**src/rtl/dmem_pkg.sv**
```systemverilog
// Shared types for the data-memory arbiter.
// Holds the default widths, the read-owner encoding and the FSM state encoding.
package dmem_pkg;

  localparam int AW_DEF = 6;
  localparam int DW_DEF = 32;

  typedef enum logic [1:0] {
    OWN_NONE = 2'd0,
    OWN_CPU  = 2'd1,
    OWN_DBG  = 2'd2
  } owner_e;

  typedef enum logic [1:0] {
    ST_IDLE       = 2'd0,
    ST_CPU_OWN    = 2'd1,
    ST_DBG_OWN    = 2'd2,
    ST_DBG_LOCKED = 2'd3
  } state_e;

endpackage

```
**src/rtl/dmem_arbiter_starve.sv**
```systemverilog
// Debug starvation counter: counts consecutive denied cycles of a request.
// Ports: clk, reset (sync, active-high), req, gnt in; at_limit out.
module starve_counter #(
  parameter int LIMIT = 4
) (
  input  logic clk,
  input  logic reset,
  input  logic req,
  input  logic gnt,
  output logic at_limit
);

  localparam int CW = $clog2(LIMIT + 1);

  logic [CW-1:0] cnt;

  assign at_limit = (cnt == CW'(LIMIT));

  // Cleared whenever the requester is served or stops asking;
  // otherwise counts up and saturates at LIMIT.
  always_ff @(posedge clk) begin
    if (reset || !req || gnt) begin
      cnt <= '0;
    end else if (!at_limit) begin
      cnt <= cnt + CW'(1);
    end
  end

endmodule

```
**src/rtl/dmem_arbiter.sv**
```systemverilog
// Arbiter sharing the single-port data memory between CPU Mem stage and debug.
// Ports: CPU req/we/addr/wdata -> gnt/stall/rvalid; debug req/we/addr/wdata/lock
// -> gnt/rvalid; memory we/addr/wdata out, mem_rdata in (1-cycle) -> rdata.
module dmem_arbiter
  import dmem_pkg::*;
#(
  parameter int AW           = AW_DEF,
  parameter int DW           = DW_DEF,
  parameter int STARVE_LIMIT = 4
) (
  input  logic          CLOCK_50,
  input  logic          reset,
  input  logic          cpu_req,
  input  logic          cpu_we,
  input  logic [AW-1:0] cpu_addr,
  input  logic [DW-1:0] cpu_wdata,
  output logic          cpu_gnt,
  output logic          cpu_stall,
  output logic          cpu_rvalid,
  input  logic          dbg_req,
  input  logic          dbg_we,
  input  logic [AW-1:0] dbg_addr,
  input  logic [DW-1:0] dbg_wdata,
  input  logic          dbg_lock,
  output logic          dbg_gnt,
  output logic          dbg_rvalid,
  output logic [DW-1:0] rdata,
  output logic          mem_we,
  output logic [AW-1:0] mem_addr,
  output logic [DW-1:0] mem_wdata,
  input  logic [DW-1:0] mem_rdata
);

  state_e state, state_nx;
  owner_e rd_owner, rd_owner_nx;
  logic   at_limit;
  logic   lock_hold;

  starve_counter #(
    .LIMIT(STARVE_LIMIT)
  ) u_starve (
    .clk     (CLOCK_50),
    .reset   (reset),
    .req     (dbg_req),
    .gnt     (dbg_gnt),
    .at_limit(at_limit)
  );

  assign lock_hold = (state == ST_DBG_LOCKED) && dbg_lock;

  // Grant priority: held lock, forced debug, CPU, debug.
  // Requests seen during reset are ignored.
  always_comb begin
    cpu_gnt = 1'b0;
    dbg_gnt = 1'b0;
    if (reset) begin
      cpu_gnt = 1'b0;
    end else if (lock_hold) begin
      dbg_gnt = dbg_req;
    end else if (dbg_req && at_limit) begin
      dbg_gnt = 1'b1;
    end else if (cpu_req) begin
      cpu_gnt = 1'b1;
    end else if (dbg_req) begin
      dbg_gnt = 1'b1;
    end
  end

  always_comb begin
    state_nx    = ST_IDLE;
    rd_owner_nx = OWN_NONE;
    if (cpu_gnt) begin
      state_nx = ST_CPU_OWN;
    end else if (dbg_gnt) begin
      state_nx = dbg_lock ? ST_DBG_LOCKED : ST_DBG_OWN;
    end else if (lock_hold) begin
      state_nx = ST_DBG_LOCKED;
    end
    if (cpu_gnt && !cpu_we) begin
      rd_owner_nx = OWN_CPU;
    end else if (dbg_gnt && !dbg_we) begin
      rd_owner_nx = OWN_DBG;
    end
  end

  always_ff @(posedge CLOCK_50) begin
    if (reset) begin
      state    <= ST_IDLE;
      rd_owner <= OWN_NONE;
    end else begin
      state    <= state_nx;
      rd_owner <= rd_owner_nx;
    end
  end

  assign cpu_stall  = cpu_req && !cpu_gnt && !reset;
  assign cpu_rvalid = (rd_owner == OWN_CPU) && !reset;
  assign dbg_rvalid = (rd_owner == OWN_DBG) && !reset;
  assign rdata      = mem_rdata;

  always_comb begin
    mem_we    = 1'b0;
    mem_addr  = '0;
    mem_wdata = '0;
    if (cpu_gnt) begin
      mem_we    = cpu_we;
      mem_addr  = cpu_addr;
      mem_wdata = cpu_wdata;
    end else if (dbg_gnt) begin
      mem_we    = dbg_we;
      mem_addr  = dbg_addr;
      mem_wdata = dbg_wdata;
    end
  end

endmodule

```
**config.mk**
```make
export PLATFORM = sky130hd
export DESIGN_NAME = dmem_arbiter
export DESIGN_NICKNAME = d
export VERILOG_FILES = /design/src/rtl/dmem_pkg.sv /design/src/rtl/dmem_arbiter_starve.sv /design/src/rtl/dmem_arbiter.sv
export SDC_FILE = /design/constraint.sdc
export NUM_CORES = 1
export LEC_CHECK = 0
export BUFFER_PORTS_ARGS = -buffer_cell sky130_fd_sc_hd__buf_2
export CAP_MARGIN = 0
export CORE_AREA = 2 2 74 76
export CTS_CLUSTER_SIZE = 40
export DETAILED_ROUTE_END_ITERATION = 16
export DIE_AREA = 0 0 76 78
export PLACE_DENSITY_LB_ADDON = 0.25
export SKIP_LAST_GASP = 1
export SYNTH_ARGS = -nofsm -noshare
export SYNTH_HDL_FRONTEND = slang
export SYNTH_SLANG_ARGS = --single-unit
```
**constraint.sdc**
```tcl
create_clock -name CLOCK_50 -period 2.2 [get_ports CLOCK_50]
set_clock_uncertainty 0.1 [all_clocks]
set_input_delay 0.22 -clock CLOCK_50 [delete_from_list [all_inputs] [get_ports CLOCK_50]]
set_output_delay 0.22 -clock CLOCK_50 [all_outputs]
set_load 0.005 [all_outputs]
```
After elaboration in Yosys (flattened, before gate mapping)
Index checks and enable logic that the tools add are counted.
{"block": "totals", "ff_bits": 7, "input_bits": 115, "word_cells": 48}
{"block": "classes", "reduce_logical": 17, "n_eq_ne": 4, "muxes": 21, "add_sub_neg": 1}
{"op": "$mux W32", "n": 2}
{"op": "$mux W1", "n": 14}
{"op": "$mux W6", "n": 2}
{"op": "$logic_and A1 B1 Y1", "n": 8}
{"op": "$mux W2", "n": 3}
{"op": "$logic_not A1 Y1", "n": 5}
{"op": "$eq A2 B2 Y1 const B", "n": 2}
{"op": "$reduce_or A2 Y1", "n": 2}
{"op": "$add A3 B1 Y3 const B", "n": 1}
{"op": "$eq A3 B3 Y1 const B", "n": 1}
{"op": "$eq A2 B1 Y1 const B", "n": 1}
{"op": "$logic_or A1 B1 Y1", "n": 2}

Longest topological paths before layout
{"block": "depth", "ltp_word": 8, "mapped_depth": 7, "depth_no_buf": 5}

Modules after synthesis
From an unflattened synthesis, not the netlist that was laid out.
{"block": "hier_totals", "cells_unflattened": 206, "area_unflattened_um2": 1816.7}
{"module": "dmem_arbiter", "n_inst": 1, "cells_per_inst": 188, "area_each_um2": 1646.6}
{"module": "starve_counter", "n_inst": 1, "cells_per_inst": 18, "area_each_um2": 170.2}

Worst setup path after synthesis
Ideal clock, no wire load.
{"block": "synth_path", "path_type": "reg-to-output", "start": "reg u_starve.cnt[0]", "end": "out mem_addr[0]", "required_ns": 1.880, "arrival_ns": 1.352, "path_stages_with_launch": 7, "slack_ns": 0.528, "cell_sequence": "dfxtp_1 inv_1 ha_1 nand2_1 a311oi_4 buf_6 a22o_1"}
{"block": "synth_between", "elab_chain_cells": 7}
{"item": "start, declared", "line_no": "dmem_arbiter_starve.sv:15", "source": "logic [CW-1:0] cnt;"}
{"item": "start signal, assigned", "line_no": "dmem_arbiter_starve.sv:25", "source": "cnt <= cnt + CW'(1);"}
{"item": "$eq A3 B3 Y1", "line_no": "dmem_arbiter_starve.sv:17", "source": "assign at_limit = (cnt == CW'(LIMIT));"}
{"item": "$logic_and A1 B1 Y1", "line_no": "dmem_arbiter.sv:60", "source": "end else if (dbg_req && at_limit) begin"}
{"item": "$mux W1", "line_no": "dmem_arbiter.sv:60"}
{"item": "$mux W1", "line_no": "dmem_arbiter.sv:58", "source": "end else if (lock_hold) begin"}
{"item": "$mux W1", "line_no": "dmem_arbiter.sv:56", "source": "if (reset) begin"}
{"item": "via dbg_gnt", "line_no": "dmem_arbiter.sv:25", "source": "output logic dbg_gnt,"}
{"item": "$mux W6", "line_no": "dmem_arbiter.sv:109", "source": "end else if (dbg_gnt) begin"}
{"item": "$mux W6", "line_no": "dmem_arbiter.sv:105", "source": "if (cpu_gnt) begin"}
{"item": "end, declared", "line_no": "dmem_arbiter.sv:29", "source": "output logic [AW-1:0] mem_addr,"}
The timed path passes the listed nets, and every way through them passes these cells.

Worst setup path in the final report
{"block": "layout_path", "start": "reg u_starve.cnt[0]", "end": "out mem_wdata[25]"}
{"block": "layout_between", "elab_chain_cells": 7}
{"item": "$eq A3 B3 Y1 (*)", "line_no": "dmem_arbiter_starve.sv:17"}
{"item": "$logic_and A1 B1 Y1 (*)", "line_no": "dmem_arbiter.sv:60"}
{"item": "$mux W1", "line_no": "dmem_arbiter.sv:60"}
{"item": "$mux W1", "line_no": "dmem_arbiter.sv:58"}
{"item": "$mux W1", "line_no": "dmem_arbiter.sv:56"}
{"item": "$mux W32", "line_no": "dmem_arbiter.sv:109"}
{"item": "$mux W32 (*)", "line_no": "dmem_arbiter.sv:105"}
{"item": "end, declared", "line_no": "dmem_arbiter.sv:30", "source": "output logic [DW-1:0] mem_wdata,"}
Mark *: on every way between the ends. The rest lies on a longest branch, timed or not.

==> impl_metrics.toml <==
[status]
outcome = "complete, no violations"

[logic_synthesis]
yosys_warnings = 0
ys_seq_area_share_pct = 13.7
synth_area_leaders = "a22o_1 (33%), buf_4 (23%), dfxtp_1 (14%)"
syn_nets = 232
synth_flop_cell = "dfxtp_1"
postSynthAreaPerCell_um2 = 8.92
yosys-top-cells-count = "a22o_1 (39), buf_4 (32), buf_6 (9)"
synth_cell_types = 21
yosysTopAreaCellShare_pct = 33.3
yosysMostFrequentCell = "a22o_1"
syn-cell-area_um2 = 1030
synth_area_leader_cell = "a22o_1"
synth-async-reset-ratio_pct = 0
synth_enable_flop_cells = 0
ys_seq_elements = 7
syn_inst = 115

[drt]
routedWlPerCell_um = 14.0
via_per_inst = 4.34
ant_nets = 0
via_count = 1220
drc_errors = 0
drt_iter0_markers = 72
wirelength_um = 3930
dr.pass1.iters = 4

[critical_path]
path_cells = "inv_1 -> ha_1 -> nand2_1 -> a311oi_4 -> buf_4 -> buf_12 -> a22o_1 -> buf_2"
cp_data_required_time_ps = 1880
path_max_fanout = 21
crit_type = "reg2out"
slowest_delay_ps = 340
arrival_ps = 1750
critical_path.slowest_cell = "dfxtp_1"
startpoint_type = "flop"
r2r_cells = 7
endpoint_kind = "primary output"

[clocking]
root_buffer = "clkbuf_8"
cts_hold_buffers = 0
insertion_delay_ps = 220
numCtsBuffers = 3
path_clk_slew_ps = 40
cts_tree = "built"
cts_buffer_depth = 2
htreeDepth = 1
cts.sinks = 7

[timing]
finalSetupViolCount = 0
hold_viol = 0
fmax_ghz = 0.482
fin_crit_sh_pct = 94.3
drv_slew = 0
relSlewSlack_pct = 84.8
post-route-min-period_ps = 2070
tightestPinTransition_ps = 228
hold_ws_ps = 64.9
setup_ws_ps = 125

[cells_and_area]
final_core_util_pct = 30.4
area.growth.synth_to_final_pct = 49.5
drive_gt1_share_pct = 66.4
diodes = 0
nets = 329
instances_no_fill = 281

[placement]
placement.io_buffers = 126
dp.final_hpwl_um = 3010
pre_cts_slack_ps = 322
placedCellCount = 273
routabilityCongestion = 0.708

[power]
leakage_nw = 0.880
powerDensity_nw_per_um2 = 349
finalPower_w = 0.000536
ir_worst_vdd_v = 0.000449

[floorplan]
fp.dieH_um = 78
coreArea_um2 = 5040
start_util_pct = 20.3
dieWidth_um = 76
die_area_um2 = 5930
ios = 191
num_rows = 26

[global_route]
track_usage_pct = 10.5
antenna_found_initial = 0
grt_pass1_vias = 1157
grt_start_max_net_pins = 42
grt_pass1_wl_um = 5270
overflow = 0

[run]
maxCapViolCount = 0

[min_path]
hold_depth = 2
worstHoldPathType = "in2reg"
-- where the power goes --
part	internal [W]	total, W	switching (W)
Combinational	0.000133	0.000224	0.0000910
Clock	0.000125	0.000178	0.0000526
Sequential	0.000132	0.000134	0.00000237
Total	0.000390	0.000536	0.000146
-- worst paths after layout --
| path | start | endpoint | slack, ps |
|---|---|---|---|
| max | u_starve.cnt[0]$_SDFFE_PP0P_ | mem_wdata[25] | 130 |
| min | cpu_we | rd_owner[0]$_SDFF_PP0_ | 60 |
| max reg2reg | u_starve.cnt[0]$_SDFFE_PP0P_ | rd_owner[1]$_SDFF_PP0_ | 630 |
| min reg2reg | u_starve.cnt[0]$_SDFFE_PP0P_ | u_starve.cnt[0]$_SDFFE_PP0P_ | 350 |
-- stage by stage --
step / TNS [ps] / area (um2)
after floorplan: 0 / 1030
after global placement: 0 / 1440
after detailed placement: 0 / 1440
after CTS: 0 / 1480
after global routing: -2.01 / 1530
final: 0 / 1530
-- state kept, by name, summed over array words and instances (netlist names) --
register / flops
rd_owner: 2
state: 2
u_starve.cnt: 3
-- placed cells by master (no fill, tap or decap), types with 2 or more instances in the layout --
| cell type | Yosys | routed |
|---|---|---|
| inv_1 | 3 | 3 |
| nor2b_1 | 2 | 2 |
| clkbuf_8 | 0 | 3 |
| buf_2 | 0 | 126 |
| nor3b_1 | 3 | 3 |
| nand3_1 | 2 | 2 |
| ha_1 | 2 | 2 |
| nor2_1 | 4 | 4 |
| dfxtp_1 | 7 | 7 |
| buf_4 | 32 | 4 |
| a22o_1 | 39 | 39 |
| nand2_1 | 2 | 2 |
-- layout make-up --
cell class              count  area (um2)
clock buffers               4        45.0
multi-input cells          64         533
inverters                   3        11.3
fillers                   543        3510
well taps                  70        87.6
repair buffers            133         717
flip-flops and latches      7         140
-- worst max-delay path: cells and delay by family, from the launching register on --
family	cells	cell delay [ps]
buf+inv	4	490
compound gates	2	310
fa+ha+maj	1	220
flops	1	340
simple gates	1	170
-- per-layer routing --
metal  share of wire [%]  routed length [um]  global-route usage, %
met1                  39                1540                   11.3
met3                 8.9                 349                   3.72
met2                  50                1970                   19.2
met4                 1.7                  68                   3.45
met5                   0                   0                      0
-- repair_timing --
item | in CTS | in global routing
gates resized for setup | 0 | 0
buffers inserted | 0 | 2
setup endpoints to repair | 0 | 26
-- cell families after synthesis --
kind of cell               share of synthesized area, %
AOI/OAI and AO/OA                                  38.9
adders and majority gates                          2.44
buffers and inverters                              34.4
DFF                                                13.7
muxes                                             0.976
and+or+nand+nor                                    9.63
Note: power is estimated with default switching activity, not from simulation.
